## config.mk

```make
export PLATFORM = sky130hd
export DESIGN_NAME = cam_array
export DESIGN_NICKNAME = d
export VERILOG_FILES = /design/src/rtl/cam_pkg.sv /design/src/rtl/cam_entry.sv /design/src/rtl/cam_array.sv
export SDC_FILE = /design/constraint.sdc
export NUM_CORES = 1
export LEC_CHECK = 0
export ABC_AREA = 1
export CORE_MARGIN = 3
export CORE_UTILIZATION = 55
export DETAILED_ROUTE_END_ITERATION = 8
export PLACE_DENSITY = 0.72
export SYNTH_ARGS = -nofsm -noshare
export SYNTH_HDL_FRONTEND = slang
export SYNTH_SLANG_ARGS = --single-unit
```

## constraint.sdc

```tcl
create_clock -name clk -period 4.15 [get_ports clk]
set_input_delay 0.83 -clock clk [delete_from_list [all_inputs] [get_ports clk]]
set_output_delay 0.83 -clock clk [all_outputs]
set_load 0.01 [all_outputs]
```

## src/rtl/cam_pkg.sv

```systemverilog
// Shared defaults and the priority encoder used by the CAM search and free-slot logic.
// Encoder vectors are sized for the largest supported table (ADDR_WIDTH <= MAX_ADDR_WIDTH).
package cam_pkg;

  localparam int DATA_WIDTH_DEF = 32;
  localparam int ADDR_WIDTH_DEF = 4;
  localparam int MAX_ADDR_WIDTH = 8;
  localparam int MAX_DEPTH      = 1 << MAX_ADDR_WIDTH;

  typedef struct packed {
    logic                      hit;
    logic                      multi;
    logic [MAX_ADDR_WIDTH-1:0] index;
  } prio_t;

  // Scans from the top so the last assignment leaves the lowest set index.
  function automatic prio_t prio_enc(input logic [MAX_DEPTH-1:0] vec);
    prio_t res;
    res = '0;
    for (int i = MAX_DEPTH - 1; i >= 0; i--) begin
      if (vec[i]) begin
        res.multi = res.multi | res.hit;
        res.hit   = 1'b1;
        res.index = i[MAX_ADDR_WIDTH-1:0];
      end
    end
    return res;
  endfunction

endpackage

```

## src/rtl/cam_entry.sv

```systemverilog
// One CAM row: stored key, valid bit and the combinational compare against the search key.
// With CAM_TERNARY_EN defined, mask bits set to 1 are excluded from the compare.
module cam_entry
  import cam_pkg::*;
#(
  parameter int DATA_WIDTH = DATA_WIDTH_DEF
) (
  input  logic                  clk,
  input  logic                  rst,
  input  logic                  write_i,
  input  logic [DATA_WIDTH-1:0] wdata_i,
  input  logic                  inval_i,
  input  logic                  flush_i,
  input  logic [DATA_WIDTH-1:0] search_data_i,
`ifdef CAM_TERNARY_EN
  input  logic [DATA_WIDTH-1:0] search_mask_i,
`endif
  output logic                  valid_o,
  output logic                  valid_d_o,
  output logic                  match_o
);

  logic [DATA_WIDTH-1:0] key_q;
  logic [DATA_WIDTH-1:0] care;
  logic                  valid_q;
  logic                  valid_d;

  // Flush beats write, write beats invalidate.
  always_comb begin
    valid_d = valid_q;
    if (flush_i) begin
      valid_d = 1'b0;
    end else if (write_i) begin
      valid_d = 1'b1;
    end else if (inval_i) begin
      valid_d = 1'b0;
    end
  end

  always_ff @(posedge clk) begin
    if (rst) begin
      valid_q <= 1'b0;
    end else begin
      valid_q <= valid_d;
    end
  end

  always_ff @(posedge clk) begin
    if (write_i) begin
      key_q <= wdata_i;
    end
  end

`ifdef CAM_TERNARY_EN
  assign care = ~search_mask_i;
`else
  assign care = '1;
`endif

  assign match_o   = valid_q & (((key_q ^ search_data_i) & care) == '0);
  assign valid_o   = valid_q;
  assign valid_d_o = valid_d;

endmodule

```

## src/rtl/cam_array.sv

```systemverilog
// Content-addressable table with a 2-stage search pipeline and a registered free-slot finder.
// Optional macro CAM_TERNARY_EN adds a per-search don't-care mask (search_mask).
module cam_array
  import cam_pkg::*;
#(
  parameter int DATA_WIDTH = DATA_WIDTH_DEF,
  parameter int ADDR_WIDTH = ADDR_WIDTH_DEF
) (
  input  logic                  clk,
  input  logic                  rst,
  input  logic                  write_en,
  input  logic [ADDR_WIDTH-1:0] write_addr,
  input  logic [DATA_WIDTH-1:0] write_data,
  input  logic                  inval_en,
  input  logic [ADDR_WIDTH-1:0] inval_addr,
  input  logic                  flush,
  input  logic                  search_en,
  input  logic [DATA_WIDTH-1:0] search_data,
`ifdef CAM_TERNARY_EN
  input  logic [DATA_WIDTH-1:0] search_mask,
`endif
  output logic                  match_vld,
  output logic                  match_hit,
  output logic [ADDR_WIDTH-1:0] match_addr,
  output logic                  match_multi,
  output logic [ADDR_WIDTH-1:0] free_addr,
  output logic                  full
);

  localparam int DEPTH = 1 << ADDR_WIDTH;

  logic [DEPTH-1:0]      valid;
  logic [DEPTH-1:0]      valid_d;
  logic [DEPTH-1:0]      match_vec;
  logic [DEPTH-1:0]      s1_vec_q;
  logic                  s1_vld_q;
  logic                  vld_q, hit_q, multi_q, full_q;
  logic [ADDR_WIDTH-1:0] addr_q, free_q;
  logic                  hit_d, multi_d, full_d;
  logic [ADDR_WIDTH-1:0] addr_d, free_d;
  prio_t                 s2_res, free_res;
  logic                  unused_prio;

  for (genvar gi = 0; gi < DEPTH; gi++) begin : g_entry
    cam_entry #(.DATA_WIDTH(DATA_WIDTH)) u_entry (
      .clk          (clk),
      .rst          (rst),
      .write_i      (write_en && (write_addr == ADDR_WIDTH'(gi))),
      .wdata_i      (write_data),
      .inval_i      (inval_en && (inval_addr == ADDR_WIDTH'(gi))),
      .flush_i      (flush),
      .search_data_i(search_data),
`ifdef CAM_TERNARY_EN
      .search_mask_i(search_mask),
`endif
      .valid_o      (valid[gi]),
      .valid_d_o    (valid_d[gi]),
      .match_o      (match_vec[gi])
    );
  end

  // Stage 1 samples the compare against pre-edge table state.
  always_ff @(posedge clk) begin
    if (rst) begin
      s1_vld_q <= 1'b0;
      s1_vec_q <= '0;
    end else begin
      s1_vld_q <= search_en;
      s1_vec_q <= search_en ? match_vec : '0;
    end
  end

  always_comb begin
    s2_res   = prio_enc(MAX_DEPTH'(s1_vec_q));
    free_res = prio_enc(MAX_DEPTH'(~valid_d));
    hit_d    = s1_vld_q & s2_res.hit;
    multi_d  = s1_vld_q & s2_res.multi;
    addr_d   = hit_d ? s2_res.index[ADDR_WIDTH-1:0] : '0;
    full_d   = &valid_d;
    // With no invalid entry the encoder reports index 0, which is the required free_addr.
    free_d   = free_res.index[ADDR_WIDTH-1:0];
  end

  assign unused_prio = ^{s2_res, free_res, valid};

  always_ff @(posedge clk) begin
    if (rst) begin
      vld_q   <= 1'b0;
      hit_q   <= 1'b0;
      multi_q <= 1'b0;
      addr_q  <= '0;
      free_q  <= '0;
      full_q  <= 1'b0;
    end else begin
      vld_q   <= s1_vld_q;
      hit_q   <= hit_d;
      multi_q <= multi_d;
      addr_q  <= addr_d;
      free_q  <= free_d;
      full_q  <= full_d;
    end
  end

  assign match_vld   = vld_q;
  assign match_hit   = hit_q;
  assign match_addr  = addr_q;
  assign match_multi = multi_q;
  assign free_addr   = free_q;
  assign full        = full_q;

endmodule

```

# == Yosys cells after proc, flatten, opt, wreduce, memory -nomap -nowiden ==
# Cells that the tools add are included.
# op_classes
eq_ne,30
mux,319
bitwise,52
reduce_logical,60
# op_table
op,count
$mux 4,248
$logic_not 32->1,16
$xor 32x32->32,16
$not 16->256,1
$mux 10,16
$eq 4x4->1 const B,16
$mux 1,49
$eq 4x3->1 const B,8
$logic_and 1x1->1,32
$and 1x1->1,18
$eq 4x2->1 const B,4
$reduce_and 16->1,1
$or 1x1->1,15
$mux 3,4
$reduce_or 10->1,1
$reduce_or 9->1,1
$eq 4x1->1 const B,2
$logic_not 4->1,2
$reduce_or 3->1,2
$reduce_or 6->1,1
$reduce_or 5->1,1
$mux 2,2
$reduce_or 2->1,2
$reduce_or 4->1,1
$not 1->1,2
# totals
ff_bits,557
inputBits,78
output_inout_bits,12
word_cells,507

# == Longest topological paths before layout ==
# Gate-level depths: netlist of run 1.
# logic_depth
word_depth,261
depth_mapped,19
mapped_depth_nobuf,19

# == Cells and area by module ==
# From an unflattened synthesis of run 1, not the netlist that was laid out.
# unflattened
hier_cells,3083
hier_area_um2,27049.7
# modules_own_cells
module,instances,cells_per_inst,area_each_um2,seq_area_each_um2
cam_entry,16,177,1595.3,980.9
cam_array,1,251,1525.2,580.6

# == Worst setup path before layout of run 1 ==
# Ideal clock, no wire load.
# synth_timing
kind,input to register
startpoint,input port write_addr[1]
endpoint,register full_q (netlist: full)
setup_ps,73
arrival_time_ps,3328
t_required_ps,4077
path_slack_ps,748
cell_stages,8
path_buffers,0
path_cell_list,inv_2 -> nor2_1 -> nand2_1 -> nor2_1 -> nor2_1 -> nor4_4 -> nand3_1 -> nor3_2
# synth_between
elab_chain_cells,5
elab_cells_between_ends,65
classes_between,15 x eq/ne; 32 x mux; 18 x reduce/logical
# synth_lines
item,line,source
start: declaration,cam_array.sv:12,"input logic [ADDR_WIDTH-1:0] write_addr,"
$eq 4x3->1,cam_array.sv:48,".write_i (write_en && (write_addr == ADDR_WIDTH'(gi))),"
$logic_and 1x1->1,cam_array.sv:48,
net g_entry[6].u_entry.write_i,cam_entry.sv:10,"input logic write_i,"
$mux 1,cam_entry.sv:33,end else if (write_i) begin
$mux 1,cam_entry.sv:31,if (flush_i) begin
$reduce_and 16->1,cam_array.sv:79,full_d = &valid_d;
end signal: assignment,cam_array.sv:100,full_q <= full_d;
end: declaration,cam_array.sv:37,"logic vld_q, hit_q, multi_q, full_q;"
# The timed path passes the listed nets, and every way through them passes these cells.
# A chain may end at the register's enable or synchronous reset.

# == Worst setup path after layout of run 1 ==
# layout_timing
startpoint,input port search_data[2]
endpoint,register s1_vec_q[0]
# layout_between
elab_chain_cells,3
# layout_lines
item,line,source
start: declaration,cam_array.sv:18,"input logic [DATA_WIDTH-1:0] search_data,"
$xor 32x32->32,cam_entry.sv:60,assign match_o = valid_q & (((key_q ^ search_data_i) & care) == '0);
$logic_not 32->1,cam_entry.sv:60,
$and 1x1->1,cam_entry.sv:60,
end signal: assignment,cam_array.sv:69,s1_vec_q <= search_en ? match_vec : '0;
end: declaration,cam_array.sv:35,logic [DEPTH-1:0] s1_vec_q;
# Every way passes these cells.

==> results of run 1 <==
[cell families after synthesis]
family / after synthesis
compound gates: 259
buf+inv: 162
xor+xnor: 237
flops: 557
simple gates: 637
[cell type report]
cell class	count	share of cell area, %
sequential	557	58.7
multi-input combinational	1133	25.2
clock buffer	76	5.59
timing repair buffer	168	5.40
tap	577	2.60
clock inverter	29	1.27
inverter	87	1.18
[routing by layer]
metal	global-route usage (%)	share of wire (%)
met1	45.8	39
met2	50.1	45
met3	7.55	12
met4	12.5	4.1
met5	0	0
[cell usage in the layout (no fill, tap or decap), drive strengths merged, types with 8 or more instances in the layout]
master	Yosys	layout
clkbuf	18	76
clkdlybuf4s50	0	89
nand2	283	283
nand4	29	29
a221oi	53	53
o21ai	88	88
xnor2	119	119
inv	85	85
xor2	118	118
or2	104	104
buf	57	79
bufinv	0	8
a21oi	19	19
o22ai	41	41
nor3	16	16
nor2	95	95
nor4	54	54
a22o	27	27
dfxtp	45	45
nand3	45	45
clkinv	2	21
edfxtp	512	512
[sequential cells by signal, indices dropped and copies added (netlist names)]
| name | cells |
|---|---|
| g_entry.u_entry.key_q | 512 |
| g_entry.u_entry.valid_o | 16 |
| s1_vec_q | 16 |
| free_addr | 4 |
| match_addr | 4 |
| full | 1 |
| match_hit | 1 |
| match_multi | 1 |
| match_vld | 1 |
| s1_vld_q | 1 |
[critical path: cells and delay by family]
family	cells	cell delay, ps
simple gates	3	1560
compound gates	1	440
buf+inv	2	1300
[worst max-delay path by stage]
| stage | startpoint | endpoint | slack, ps |
|---|---|---|---|
| 2_1_floorplan | write_addr[1] | full$_SDFF_PP0_ | 750 |
| 3_3_place_gp | search_data[2] | s1_vec_q[0]$_SDFF_PP0_ | 120 |
| 3_5_place_dp | search_data[2] | s1_vec_q[0]$_SDFF_PP0_ | 40 |
| 4_1_cts | search_data[2] | s1_vec_q[0]$_SDFF_PP0_ | 680 |
| 5_1_grt | search_data[2] | s1_vec_q[0]$_SDFF_PP0_ | 390 |
| 6_report | search_data[2] | s1_vec_q[0]$_SDFF_PP0_ | 540 |
[stage by stage]
stage | utilization, % | setup slack (ps) | hold WS (ps) | instance area [sq um]
floorplan | - | 748 | 411 | 23900
global placement | 60.9 | 124 | 439 | 25800
detailed placement | 60.9 | 44.5 | 441 | 25800
CTS | 65.4 | 679 | 442 | 27700
global route | 65.4 | 393 | 464 | 27700
finish | 65.4 | 541 | 441 | 27700
[power by group]
group	switching [mW]	internal (mW)
sequential	0.0461	6.24
clock	2.13	3.11
combinational	0.579	0.284
total	2.75	9.63
==> flow_summary_export.csv, run 1 <==
group,metric,value,unit
setup_path,setup.worst_path.class,"in -> reg",
routing,wire_per_inst,28.6,um
power,irDropWorstVdd,0.000382,V
clock_network,post_cts_buffers,0,
timing,fin_setup_tns,0,ps
timing,finalSetupViolations,0,
job,max_cap_viol_count,0,
logic_synthesis,ys_types,49,
logic_synthesis,synth_area,23900,sq um
floorplanning,core,42400,sq um
worst_hold_path,min_to,"match_vld$_SDFF_PP0_",
worst_hold_path,holdPathStages,2,
logic_synthesis,synth_area_per_cell,12.9,sq um
routing,ant_nets,0,
global_routing,grt_pass1_vias,15600,
setup_path,path_cells,"clkdlybuf4s50_1 > clkinv_1 > a221o_1 > nor4_1 > nand4_1 > nor2_1",
place,place.gp.congestion,0.992,
logic_synthesis,synth_top_family_by_area,"simple AND/OR/NAND/NOR gates",
logic_synthesis,synth_nets,1930,
logic_synthesis,synth.most_common_cell,"edfxtp_1",
routing,via_per_inst,6.10,
power,p_per_area,447,nW/um^2
power,power.total,12.4,mW
setup_path,r2r_setup_slack,1720,ps
setup_path,ff2ff_path_depth,5,
timing,fin_crit,3610,ps
timing,grt_setup_unrepaired,"false",
worst_hold_path,worstHoldStart,"s1_vld_q$_SDFF_PP0_",
finish,n_fill_cell,3217,
floorplanning,dieArea,45900,sq um
floorplanning,rows,75,
place,dp_cells,2522,
routing,drt_first_iter_violations,2319,
global_routing,grt.total_usage,32.6,%
logic_synthesis,synthSimpleGateAreaFrac,12.7,%
finish,area_growth,16.1,%
global_routing,antenna_found_initial,0,
logic_synthesis,yosysWarningCount,0,
clock_network,insertion_delay,610,ps
floorplanning,die_x,214,um
clock_network,cts_hold_buf,0,
global_routing,grt_overflow,0,
setup_path,r2r_start,"g_entry[0].u_entry.key_q[30]$_DFFE_PP_",
finish,drive_above_1_share,14.6,%
timing,clock_skew,15.6,ps
clock_network,h-tree-depth,2,
logic_synthesis,synth_edf_count,512,
logic_synthesis,ys_top_cells_by_count,"edfxtp_1 (512), nand2_1 (279), xnor2_1 (119), xor2_1 (118), or2_2 (93)",
setup_path,end_kind,"flop",
routing,drc_errors,0,
clock_network,cts_root_buf,"clkbuf_16",
clock_network,clkSlewWorstSetupHoldPaths,60,ps
clock_network,clk_path_buf_depth,3,
global_routing,grt_pass1_wl,108000,um
logic_synthesis,synth_xor_area_share,8.70,%
logic_synthesis,ys.flop_type,"edfxtp_1",
logic_synthesis,synthArstFlopShare,0,%
setup_path,timing.rr.end,"s1_vec_q[0]$_SDFF_PP0_",
timing,hold_viol,0,
setup_path,required,4680,ps
logic_synthesis,synth_cells,1852,
logic_synthesis,synthMuxAreaShare,0,%
logic_synthesis,yosysTopAreaCell,"edfxtp_1",
routing,totalWireLength,75200,um
floorplanning,die_h,214,um
logic_synthesis,synth_compound_area_share,7.46,%
setup_path,startpoint_type,"primary input",
clock_network,cts_buffers,56,
finish,multi_input_area,7000,sq um
routing,num_vias,16000,
run_status,status,"finished, final reports clean",
clock_network,cts_sinks,557,
clock_network,cts_resized,0,
routing,drt-pass1-iter-count,5,
setup_path,max_stage_delay,960,ps
clock_network,tritoncts,"done",
finish,nets,2081,
setup_path,critPathArrivalTime,4140,ps
floorplanning,ioPinCount,90,
timing,slew_violations,0,
global_routing,grt_max_degree,33,
finish,diodes,0,
finish,instances_no_fill,2627,
floorplanning,start_util,56.3,%
logic_synthesis,seq_area_frac_synth,68.2,%
timing,fin_crit_sh,87.0,%
worst_hold_path,holdCritPathClass,"reg -> reg",
timing,fmax,277,MHz
finish,seq_area,16300,sq um
place,io_buffers,89,
power,leakage,9.29,nW
setup_path,worstPathMaxFanout,10,
setup_path,critPathSlowestCell,"nor4_1",
timing,maxSlewHeadroom,15.0,%
logic_synthesis,synth_top_area_share,64.4,%
place,dp_hpwl,50800,um
logic_synthesis,synthTopCellsByArea,"edfxtp_1 (64%), nand2_1 (4.4%), xnor2_1 (4.4%)",
logic_synthesis,synthAdderAreaFrac,0,%
logic_synthesis,ys_seq_elements,557,
timing,worstMarginPinSlew,1260,ps
No activity file was read; power rests on OpenSTA's default activity.
==> inputs of run 2 (changes only) <==
--- a/config.mk
+++ b/config.mk
@@ -6,10 +6,12 @@
 export NUM_CORES = 1
 export LEC_CHECK = 0
 export ABC_AREA = 1
+export CAP_MARGIN = 10
 export CORE_MARGIN = 3
-export CORE_UTILIZATION = 55
+export CORE_UTILIZATION = 44
 export DETAILED_ROUTE_END_ITERATION = 8
-export PLACE_DENSITY = 0.72
+export PLACE_DENSITY = 0.59
 export SYNTH_ARGS = -nofsm -noshare
 export SYNTH_HDL_FRONTEND = slang
+export SYNTH_HIERARCHICAL = 1
 export SYNTH_SLANG_ARGS = --single-unit
==> run 2 against run 1 <==
Compared with the run above:
- non-clock buffer count decreased by 19
- sequential power is essentially flat
- sequential share of layout area is 7.0 points lower
- wire length is 1.3% higher
- critical path type unchanged
- critical endpoint is now s1_vec_q[5]$_SDFF_PP0_
- largest power group unchanged
==> flow_summary_export.csv, run 2 <==
group,metric,value,unit
logic_synthesis,synthArstFlopShare,0,%
setup_path,r2r_start,"g_entry[15].u_entry/valid_o$_SDFF_PP0_",
global_routing,grt_overflow,0,
logic_synthesis,synth_edf_count,512,
setup_path,required,4710,ps
logic_synthesis,synth_top_area_share,56.8,%
clock_network,tritoncts,"done",
logic_synthesis,synthMuxAreaShare,0,%
clock_network,post_cts_buffers,0,
timing,fin_setup_tns,0,ps
finish,final_core_utilization,51.9,%
logic_synthesis,synth_cells,3083,
logic_synthesis,yosysTopAreaCell,"edfxtp_1",
logic_synthesis,synth_compound_area_share,3.65,%
routing,drc_errors,0,
routing,dr_wl_met2,37100,um
finish,diodes,0,
setup_path,worstPathMaxFanout,32,
floorplanning,ioPinCount,90,
floorplanning,core,60600,sq um
place,place_ws,682,ps
routing,totalWireLength,76200,um
global_routing,antenna_found_initial,0,
finish,nets,3371,
timing,fin_crit_sh,67.8,%
setup_path,critical_path.startpoint,"search_data[28]",
logic_synthesis,synthTopCellsByArea,"edfxtp_1 (57%), nand2_1 (14%), inv_1 (9.3%)",
timing,finalWorstSetupSlack,1330,ps
place,dp_cells,4013,
timing,clock_skew,29.2,ps
finish,drive_above_1_share,8.23,%
clock_network,cts_sinks,557,
finish,final_common_cell,"nand2_1",
routing,drt_first_iter_violations,1548,
finish,largest_reg_flops,512,
setup_path,cp_common_cell,"nor2_1",
finish,area_growth,16.3,%
floorplanning,die_x,254,um
setup_path,crit_buf_inv,3,
global_routing,grt_pass1_wl,113000,um
finish,final_cell_mix,"nand2_1 (1031), inv_1 (671), edfxtp_1 (512)",
run_status,status,"finished, final reports clean",
logic_synthesis,ys_seq_elements,557,
routing,drt-pass1-iter-count,5,
setup_path,timing.rr.end,"free_addr[0]$_SDFF_PP0_",
clock_network,cts_resized,0,
routing,ant_nets,0,
clock_network,clk_path_buf_depth,3,
setup_path,critPathSlowestCell,"clkdlybuf4s50_1",
setup_path,ff2ff_path_depth,18,
logic_synthesis,synth.most_common_cell,"nand2_1",
place,place.gp.congestion,0.935,
finish,fin_area,31500,sq um
timing,grt_setup_unrepaired,"false",
routing,top_layer_used,"met4",
setup_path,crit_family,"buffers and inverters",
power,leakage,14.1,nW
setup_path,r2r_setup_slack,2290,ps
routing,via_per_inst,4.75,
clock_network,clkSlewWorstSetupHoldPaths,60,ps
power,irDropWorstVdd,0.000331,V
floorplanning,rows,90,
clock_network,cts_hold_buf,0,
floorplanning,start_util,44.6,%
setup_path,critPathArrivalTime,3380,ps
setup_path,critPathCapture,"s1_vec_q[5]$_SDFF_PP0_",
logic_synthesis,synth_nets,3161,
global_routing,grt_max_degree,33,
logic_synthesis,synth_area,27000,sq um
timing,holdWs,571,ps
job,max_cap_viol_count,0,
routing,dr_wl_met3,3700,um
global_routing,grt.total_usage,23.7,%
timing,hold_viol,0,
clock_network,cts_root_buf,"clkbuf_16",
worst_hold_path,holdCritPathClass,"reg -> reg",
place,io_buffers,89,
timing,slew_violations,0,
place,dp_hpwl,52600,um
setup_path,path_depth,11,
logic_synthesis,synth_top_family_by_area,"simple AND/OR/NAND/NOR gates",
finish,regMostFlops,"g_entry.u_entry/key_q",
setup_path,setup.worst_path.class,"in -> reg",
clock_network,cts_buffers,60,
floorplanning,dieArea,64500,sq um
logic_synthesis,synth_area_per_cell,8.77,sq um
logic_synthesis,synth_xor_area_share,4.14,%
clock_network,h-tree-depth,2,
timing,maxSlewHeadroom,26.7,%
logic_synthesis,ys_types,30,
setup_path,path_cells,"clkdlybuf4s50_1 > inv_1 > nand2_1 > nand2_1 > nor2_1 > nand2_1 > nor2_1 > nand3_1 > nor2_1 > inv_1 > nor2_1",
setup_path,max_stage_delay,1190,ps
setup_path,startpoint_type,"primary input",
timing,finalSetupViolations,0,
setup_path,end_kind,"flop",
clock_network,insertion_delay,640,ps
finish,instances_no_fill,4123,
logic_synthesis,seq_area_frac_synth,60.2,%
routing,num_vias,19600,
floorplanning,die_h,254,um
logic_synthesis,yosysWarningCount,6,
routing,m1WireLength,32700,um
logic_synthesis,synthSimpleGateAreaFrac,22.2,%
timing,fmax,355,MHz
global_routing,grt_pass1_vias,19300,
power,p_per_area,400,nW/um^2
logic_synthesis,ys_top_cells_by_count,"nand2_1 (1031), inv_1 (671), edfxtp_1 (512), nor2_1 (355)",
routing,wire_per_inst,18.5,um
timing,fin_crit,2820,ps
logic_synthesis,synthAdderAreaFrac,0,%
power,power.total,12.6,mW
logic_synthesis,ys.flop_type,"edfxtp_1",
place,placed_area,29500,sq um
timing,worstMarginPinSlew,1100,ps
[run 2: changes by cell type in the layout (fill, tap and decap cells not counted), moves of 26 or more]
| cell | delta |
|---|---|
| a221oi_1 | -53 |
| o21ai_1 | +74 |
| xor2_1 | -70 |
| nor2_1 | +264 |
| o22ai_1 | -39 |
| inv_1 | +602 |
| a22o_1 | -27 |
| or2_2 | -77 |
| nand2_1 | +752 |
| nor4_1 | -53 |
| nand4_1 | -26 |
| xnor2_1 | -39 |
| o21ai_0 | -63 |
[run 2: logic make-up (layout without fill, tap and decap cells)]
group	count (synthesis)	after routing
simple gates	1526	1526
buf+inv	711	969
flops	557	557
compound gates	161	161
xor+xnor	128	128
[run 2: layer usage]
layer  track usage, %  vias up
met5                0        -
met4             8.91        0
met3             2.85      128
met2             41.2      491
met1             30.6     9127
li1                 -     9850
[run 2: worst min path at each step]
stage,start,slack [ps],depth (start not counted),endpoint
2_1_floorplan,s1_vld_q$_SDFF_PP0_,410,2,match_vld$_SDFF_PP0_
3_3_place_gp,s1_vld_q$_SDFF_PP0_,560,3,match_vld$_SDFF_PP0_
3_5_place_dp,s1_vld_q$_SDFF_PP0_,560,3,match_vld$_SDFF_PP0_
4_1_cts,s1_vld_q$_SDFF_PP0_,570,3,match_vld$_SDFF_PP0_
5_1_grt,g_entry[7].u_entry/valid_o$_SDFF_PP0_,610,3,g_entry[7].u_entry/valid_o$_SDFF_PP0_
6_report,s1_vld_q$_SDFF_PP0_,570,3,match_vld$_SDFF_PP0_
[run 2: final cells by class]
cell class                 instances  area, sq um
multi-input combinational       1815         8230
fill                            5514        29100
clock buffer                      75         1620
clock inverter                    35          355
timing repair buffer             149         1340
sequential                       557        16300
tap                              782          978
inverter                         710         2670
[run 2: power by group]
group / internal, mW / total, mW / switching (mW)
sequential: 6.24 / 6.28 / 0.0417
combinational: 0.300 / 0.918 / 0.618
clock: 3.18 / 5.39 / 2.21
total: 9.72 / 12.6 / 2.87
[run 2: worst min-delay path: stages (launching register included)]
cell and delay, ps:
dfxtp_1 300, inv_1 40, nor2_1 40, buf_4 150
